File: config.mk
export PLATFORM = sky130hd
export DESIGN_NAME = minibyte_io_ctrl
export DESIGN_NICKNAME = d
export VERILOG_FILES = /design/src/rtl/minibyte_io_pkg.sv /design/src/rtl/minibyte_uart_tx.sv /design/src/rtl/minibyte_io_ctrl.sv
export SDC_FILE = /design/constraint.sdc
export NUM_CORES = 1
export LEC_CHECK = 0
export CORE_MARGIN = 1
export CORE_UTILIZATION = 52
export DETAILED_ROUTE_END_ITERATION = 12
export GPL_ROUTABILITY_DRIVEN = 1
export GPL_TIMING_DRIVEN = 0
export PLACE_DENSITY = 0.83
export SLEW_MARGIN = 10
export SYNTH_ARGS = -nofsm -noshare
export SYNTH_HDL_FRONTEND = slang
export SYNTH_HIERARCHICAL = 1
export SYNTH_SLANG_ARGS = --single-unit
File: constraint.sdc
create_clock -name clk_in -period 2.45 [get_ports clk_in]
set_clock_uncertainty 0.1 [all_clocks]
set_input_delay 0.49 -clock clk_in [delete_from_list [all_inputs] [get_ports clk_in]]
set_output_delay 0.49 -clock clk_in [all_outputs]
set_load 0.01 [all_outputs]
File: src/rtl/minibyte_io_pkg.sv
// Minibyte I/O peripheral package: register offsets, reset values,
// control/status bit positions and the serial TX state encoding.
package minibyte_io_pkg;

  localparam int unsigned DATA_W = 8;
  localparam int unsigned ADDR_W = 7;
  localparam int unsigned OFS_W  = 3;
  localparam int unsigned PS_W   = 7;
  localparam int unsigned CTL_W  = 5;

  // Register offsets within the 8-register window
  localparam logic [OFS_W-1:0] REG_GPIO_OUT = 3'd0;
  localparam logic [OFS_W-1:0] REG_GPIO_IN  = 3'd1;
  localparam logic [OFS_W-1:0] REG_TMR_CNT  = 3'd2;
  localparam logic [OFS_W-1:0] REG_TMR_RLD  = 3'd3;
  localparam logic [OFS_W-1:0] REG_TMR_CTL  = 3'd4;
  localparam logic [OFS_W-1:0] REG_STATUS   = 3'd5;
  localparam logic [OFS_W-1:0] REG_TX_DATA  = 3'd6;
  localparam logic [OFS_W-1:0] REG_TX_DIV   = 3'd7;

  // Reset values (TX_DIV comes from the top-level parameter)
  localparam logic [DATA_W-1:0] GPIO_OUT_RST = 8'h00;
  localparam logic [DATA_W-1:0] TMR_CNT_RST  = 8'h00;
  localparam logic [DATA_W-1:0] TMR_RLD_RST  = 8'hFF;
  localparam logic [DATA_W-1:0] TX_DATA_RST  = 8'h00;
  localparam logic [CTL_W-1:0]  TMR_CTL_RST  = 5'h00;

  // TMR_CTL bit positions
  localparam int unsigned CTL_EN_BIT = 0;
  localparam int unsigned CTL_PS_LSB = 1;
  localparam int unsigned CTL_IE_BIT = 4;

  // STATUS bit positions
  localparam int unsigned STAT_OVF_BIT  = 0;
  localparam int unsigned STAT_BUSY_BIT = 1;

  typedef enum logic [1:0] {
    IDLE  = 2'd0,
    START = 2'd1,
    DATA  = 2'd2,
    STOP  = 2'd3
  } tx_state_t;

  // Low 'ps' bits set: prescaler tick fires when these are all ones
  function automatic logic [PS_W-1:0] ps_mask(input logic [2:0] ps);
    return PS_W'((8'd1 << ps) - 8'd1);
  endfunction

endpackage

File: src/rtl/minibyte_uart_tx.sv
// 8N1 serial transmitter for the Minibyte I/O peripheral.
// Ports:
//   clk_in, rst_in (sync, active-high), ena_in (global hold)
//   start   : accept a frame (only honoured while idle)
//   data    : frame byte, must stay stable while busy
//   div     : bit period minus one, sampled at each bit start
//   busy    : frame in progress (state != IDLE)
//   tx      : registered serial line, idle high
module minibyte_uart_tx
  import minibyte_io_pkg::*;
(
  input  logic              clk_in,
  input  logic              rst_in,
  input  logic              ena_in,
  input  logic              start,
  input  logic [DATA_W-1:0] data,
  input  logic [DATA_W-1:0] div,
  output logic              busy,
  output logic              tx
);

  tx_state_t         state, state_nxt;
  logic [DATA_W-1:0] baud_cnt, baud_nxt;
  logic [2:0]        bit_idx, bit_nxt;
  logic              tx_nxt;
  logic              baud_done;

  assign baud_done = (baud_cnt == '0);
  assign busy      = (state != IDLE);

  // State, counters and line register
  always_ff @(posedge clk_in) begin
    if (rst_in) begin
      state    <= IDLE;
      baud_cnt <= '0;
      bit_idx  <= '0;
      tx       <= 1'b1;
    end else if (ena_in) begin
      state    <= state_nxt;
      baud_cnt <= baud_nxt;
      bit_idx  <= bit_nxt;
      tx       <= tx_nxt;
    end
  end

  // Next-state: baud counter reloads from div at every bit boundary
  always_comb begin
    state_nxt = state;
    baud_nxt  = baud_cnt;
    bit_nxt   = bit_idx;
    tx_nxt    = tx;
    case (state)
      IDLE: begin
        tx_nxt = 1'b1;
        if (start) begin
          state_nxt = START;
          baud_nxt  = div;
          tx_nxt    = 1'b0;
        end
      end
      START: begin
        if (baud_done) begin
          state_nxt = DATA;
          baud_nxt  = div;
          bit_nxt   = 3'd0;
          tx_nxt    = data[0];
        end else begin
          baud_nxt = DATA_W'(baud_cnt - 8'd1);
        end
      end
      DATA: begin
        if (baud_done) begin
          baud_nxt = div;
          if (bit_idx == 3'd7) begin
            state_nxt = STOP;
            tx_nxt    = 1'b1;
          end else begin
            bit_nxt = 3'(bit_idx + 3'd1);
            tx_nxt  = data[3'(bit_idx + 3'd1)];
          end
        end else begin
          baud_nxt = DATA_W'(baud_cnt - 8'd1);
        end
      end
      STOP: begin
        if (baud_done) begin
          state_nxt = IDLE;
          tx_nxt    = 1'b1;
        end else begin
          baud_nxt = DATA_W'(baud_cnt - 8'd1);
        end
      end
      default: begin
        state_nxt = IDLE;
        tx_nxt    = 1'b1;
      end
    endcase
  end

endmodule

File: src/rtl/minibyte_io_ctrl.sv
// Minibyte memory-mapped I/O peripheral: 8-register window with GPIO out,
// synchronised GPIO in, reloadable 8-bit timer with IRQ, and 8N1 TX.
// Ports:
//   clk_in, rst_in (sync, active-high), ena_in (global hold)
//   addr_in/data_in/we_in : CPU bus
//   data_out, hit_out     : combinational read data / window decode
//   gpio_out, gpio_in     : GPIO latch out, asynchronous inputs
//   tx_out                : serial line, idle high
//   irq_out               : timer overflow interrupt (ovf & ie)
module minibyte_io_ctrl
  import minibyte_io_pkg::*;
#(
  parameter logic [ADDR_W-1:0] BASE_ADDR  = 7'h78,
  parameter logic [DATA_W-1:0] TX_DIV_RST = 8'h0F
) (
  input  logic              clk_in,
  input  logic              rst_in,
  input  logic              ena_in,
  input  logic [ADDR_W-1:0] addr_in,
  input  logic [DATA_W-1:0] data_in,
  input  logic              we_in,
  output logic [DATA_W-1:0] data_out,
  output logic              hit_out,
  output logic [DATA_W-1:0] gpio_out,
  input  logic [DATA_W-1:0] gpio_in,
  output logic              tx_out,
  output logic              irq_out
);

  logic [OFS_W-1:0]  offset;
  logic              wr;
  logic [DATA_W-1:0] gpio_meta, gpio_sync;
  logic [DATA_W-1:0] tmr_cnt, tmr_cnt_nxt;
  logic [DATA_W-1:0] tmr_rld;
  logic [CTL_W-1:0]  tmr_ctl;
  logic [PS_W-1:0]   prescaler;
  logic [PS_W-1:0]   tick_mask;
  logic              tmr_en, tmr_ie, tick, ovf, ovf_set, ovf_nxt;
  logic [DATA_W-1:0] tx_data, tx_div;
  logic              tx_start, tx_busy;

  // Window decode and qualified write strobe
  assign offset  = addr_in[OFS_W-1:0];
  assign hit_out = (addr_in[ADDR_W-1:OFS_W] == BASE_ADDR[ADDR_W-1:OFS_W]);
  assign wr      = we_in & hit_out & ena_in;

  assign tmr_en    = tmr_ctl[CTL_EN_BIT];
  assign tmr_ie    = tmr_ctl[CTL_IE_BIT];
  assign tick_mask = ps_mask(tmr_ctl[CTL_PS_LSB +: 3]);
  assign tick      = tmr_en & ((prescaler & tick_mask) == tick_mask);
  assign ovf_set   = tick & (tmr_cnt == 8'hFF);
  assign irq_out   = ovf & tmr_ie;

  // A TX_DATA write while busy is dropped entirely
  assign tx_start = wr & (offset == REG_TX_DATA) & ~tx_busy;

  // Timer count: an RLD write overrides the tick on the same edge
  always_comb begin
    tmr_cnt_nxt = tmr_cnt;
    if (tick) begin
      tmr_cnt_nxt = ovf_set ? tmr_rld : DATA_W'(tmr_cnt + 8'd1);
    end
    if (wr && (offset == REG_TMR_RLD)) begin
      tmr_cnt_nxt = data_in;
    end
  end

  // Sticky overflow: a set on the same edge beats the W1C
  always_comb begin
    ovf_nxt = ovf;
    if (wr && (offset == REG_STATUS) && data_in[STAT_OVF_BIT]) begin
      ovf_nxt = 1'b0;
    end
    if (ovf_set) begin
      ovf_nxt = 1'b1;
    end
  end

  // Register bank, timer and GPIO synchroniser
  always_ff @(posedge clk_in) begin
    if (rst_in) begin
      gpio_out  <= GPIO_OUT_RST;
      gpio_meta <= '0;
      gpio_sync <= '0;
      tmr_cnt   <= TMR_CNT_RST;
      tmr_rld   <= TMR_RLD_RST;
      tmr_ctl   <= TMR_CTL_RST;
      prescaler <= '0;
      ovf       <= 1'b0;
      tx_data   <= TX_DATA_RST;
      tx_div    <= TX_DIV_RST;
    end else if (ena_in) begin
      gpio_meta <= gpio_in;
      gpio_sync <= gpio_meta;
      prescaler <= tmr_en ? PS_W'(prescaler + 7'd1) : '0;
      tmr_cnt   <= tmr_cnt_nxt;
      ovf       <= ovf_nxt;
      if (wr && (offset == REG_GPIO_OUT)) gpio_out <= data_in;
      if (wr && (offset == REG_TMR_RLD))  tmr_rld  <= data_in;
      if (wr && (offset == REG_TMR_CTL))  tmr_ctl  <= data_in[CTL_W-1:0];
      if (wr && (offset == REG_TX_DIV))   tx_div   <= data_in;
      if (tx_start)                       tx_data  <= data_in;
    end
  end

  // Read mux; zero outside the window
  always_comb begin
    data_out = '0;
    if (hit_out) begin
      case (offset)
        REG_GPIO_OUT: data_out = gpio_out;
        REG_GPIO_IN:  data_out = gpio_sync;
        REG_TMR_CNT:  data_out = tmr_cnt;
        REG_TMR_RLD:  data_out = tmr_rld;
        REG_TMR_CTL:  data_out = DATA_W'(tmr_ctl);
        REG_STATUS:   data_out = {6'b0, tx_busy, ovf};
        REG_TX_DATA:  data_out = tx_data;
        REG_TX_DIV:   data_out = tx_div;
        default:      data_out = '0;
      endcase
    end
  end

  minibyte_uart_tx u_uart_tx (
    .clk_in (clk_in),
    .rst_in (rst_in),
    .ena_in (ena_in),
    .start  (tx_start),
    .data   (tx_data),
    .div    (tx_div),
    .busy   (tx_busy),
    .tx     (tx_out)
  );

endmodule

==> impl_metrics.yaml <==
status:
  outcome: "complete, no violations"
placement:
  dp_cells: 669
  portBuffers: 44
  place_ws_ns: -1.21
  place.gp.congestion: 0.995
  dp_hpwl_mm: 9.23
finish:
  regArea_um2: 1670
  finalNetCount: 625
  multi_input_area_um2: 2760
  nFillCells: 615
  drive_above_1_share_pct: 18.9
  instances_no_fill: 699
  area_growth_pct: 23.6
floorplan:
  rows: 33
  core-area_um2: 8300
  start_util_pct: 54.1
  io_pins: 46
  fp.dieW_um: 94.9
  die-area_um2: 9010
  fp.dieH_um: 94.9
clocking:
  clock_path_buffers: 2
  cts_buffers: 9
  htree_levels: 3
  cts.sinks: 83
  clock_tree.root_cell: "clkbuf_8"
  clock_latency_ns: 0.37
  cts_tree: "built"
  ctsHoldBuffers: 0
  clk_pin_slew_ns: 0.09
worst_setup_path:
  crit_arrival_ns: 2.57
  path_class: "in2reg"
  r2r_end: "tmr_cnt[0]$_SDFFE_PP0P_"
  cp-start-kind: "primary input"
  r2r_slack_ns: 0.14
  cp-end-kind: "flop"
  path_max_fanout: 7
  r2r.worst_path.cells: 7
  reg2reg_from: "tmr_cnt[0]$_SDFFE_PP0P_"
  worstPathRequired_ns: 2.58
synthesis:
  synth.avg_cell_area_um2: 8.63
  yosysTopAreaCell: "dfxtp_1"
  synth_cell_type_count: 70
  yosysMostFrequentCell: "dfxtp_1"
  syn_area_um2: 4490
  synth_edf_count: 0
  ys_ff_latch: 83
  synth_nets: 557
  synth_area_leaders: "dfxtp_1 37%, mux2i_1 13%, nor2_1 6.5%"
  ys.warnings.count: 6
  ys_seq_area_share_pct: 37.0
  yosys-top-cells-count: "83 x dfxtp_1, 78 x nor2_1, 60 x mux2i_1, 46 x nand2_1, 33 x a21oi_1"
  synthArstFlopShare_pct: 0
  synthFlopType: "dfxtp_1"
  synth_cells: 520
  synth_top_area_share_pct: 37.0
global_routing:
  grt_first_pass_wirelength_mm: 21.0
  grt_max_degree: 15
  grt_pass1_vias: 4095
  overflow: 0
  track_usage_pct: 31.0
  antenna_found_initial: 1
pwr:
  ir_drop_v: 0.000342
  p_total_uw: 2680
  leakagePower_uw: 0.00203
  powerDensity_nw_per_um2: 484
min_path:
  hp-class: "reg2reg"
  min_path_cells: 1
  hold_end: "u_uart_tx/tx$_SDFFE_PP1P_"
  min_from: "u_uart_tx/tx$_SDFFE_PP1P_"
timing:
  fin_ws_ns: 0.00662
  clock.fmax_mhz: 409
  fin_crit_sh_pct: 99.7
  holdWs_ns: 0.374
  rsz0062_at_grt: "true"
  period_needed_ns: 2.44
  tightest_slew_ns: 0.728
  fin_tns_setup_ns: 0
  max_slew_margin_pct: 51.4
  drv_slew: 0
  hold_violations: 0
  setup_viol: 0
route:
  wl_per_cell_um: 19.3
  dr.pass1.iters: 7
  via_per_inst: 6.29
  dr_total_vias: 4395
  wl_mm: 13.5
  drc_errors: 0
  ant_nets: 0
  initialDrtViolationCount: 466
job:
  maxCapViolCount: 0
[state kept, by name, summed over array words and instances (netlist names), 7 cells and up]
register            count
tx_div                  8
gpio_out                8
tmr_cnt                 8
gpio_sync               8
tmr_rld                 8
prescaler               7
gpio_meta               8
tx_data                 8
u_uart_tx/baud_cnt      8
[stage by stage]
| stage | cell area (um2) | util (%) |
|---|---|---|
| floorplan | 4490 | - |
| global placement | 5060 | 61.0 |
| detailed placement | 5060 | 61.0 |
| CTS | 5450 | 65.6 |
| global route | 5540 | 66.8 |
| finish | 5550 | 66.8 |
[worst max-delay path, stage by stage]
cell and delay (ns):
clkdlybuf4s50_1 0.45, nand4_1 0.15, buf_4 0.21, or4_4 0.60, o31ai_4 0.14, and2_4 0.22, clkbuf_4 0.19, a311oi_2 0.11
[cells by family after synthesis]
kind of cell	count (synthesis)	synth area share (%)
compound gates	110	17.5
xor+xnor	9	1.76
fa+ha+maj	10	2.79
buf+inv	47	4.35
flops	83	37.0
mux	69	15.9
simple gates	192	20.7
[where the power goes]
part	internal, uW	switching [uW]
combinational	109	143
clock	503	552
sequential	1360	11.9
total	1980	707
[worst max-delay path by stage]
stage                     startpoint                            endpoint  slack, ns  cells past startpoint
final                     addr_in[3]             tmr_cnt[0]$_SDFFE_PP0P_      0.007                      8
after global routing      addr_in[3]             tmr_cnt[0]$_SDFFE_PP0P_      -0.04                      8
after CTS                 addr_in[6]             tmr_cnt[0]$_SDFFE_PP0P_      0.005                      8
after detailed placement  addr_in[1]                         data_out[1]      -1.21                      7
after global placement    addr_in[1]                         data_out[1]      -1.19                      7
after floorplan           addr_in[5]  u_uart_tx/baud_cnt[6]$_SDFFE_PP0P_     0.0009                     10
[layout by cell type (no fill, tap or decap), types with 4 or more instances in the layout]
| cell type | synthesis | routed |
|---|---|---|
| a211oi_1 | 7 | 5 |
| or3_1 | 4 | 4 |
| and2_1 | 6 | 6 |
| mux2_2 | 8 | 8 |
| a21oi_1 | 33 | 32 |
| dfxtp_1 | 83 | 80 |
| nor2_1 | 78 | 77 |
| clkbuf_4 | 1 | 7 |
| ha_1 | 10 | 9 |
| mux2i_1 | 60 | 57 |
| nand2b_1 | 7 | 7 |
| o2111ai_1 | 4 | 4 |
| xnor2_1 | 5 | 5 |
| buf_4 | 1 | 14 |
| clkbuf_2 | 0 | 8 |
| nor3_1 | 13 | 11 |
| o21ai_0 | 17 | 15 |
| nand2_1 | 46 | 45 |
| xor2_1 | 4 | 4 |
| clkbuf_8 | 0 | 10 |
| inv_1 | 18 | 15 |
| nand3_1 | 8 | 7 |
| clkdlybuf4s50_1 | 0 | 32 |
| clkbuf_1 | 18 | 12 |
[timing repair]
item                                    CTS  global route
endpoints found under the setup margin   51            37
hold endpoints to repair                  0             0
pin swaps                                 3             4
resized for setup                        58            32
setup buffers                            10             4
[layout make-up]
cell class	count	area share [%]
diodes	1	0.0451
plain buffers	28	3.27
clock buffers	11	2.55
clock inverters	5	1.11
inverters	18	1.22
multi-input cells	390	49.8
flip-flops and latches	83	30.0
well taps	105	2.37
repair buffers	58	9.65
[metal layers]
layer | vias to the layer above | GRT usage [%] | part of all wire [%]
met1 | 2019 | 41.8 | 41
met5 | - | 0 | 0
met3 | 52 | 7.25 | 10
met4 | 0 | 14.1 | 3.7
li1 | 2014 | - | -
met2 | 310 | 46.7 | 45
(Power assumes the default switching activity.)
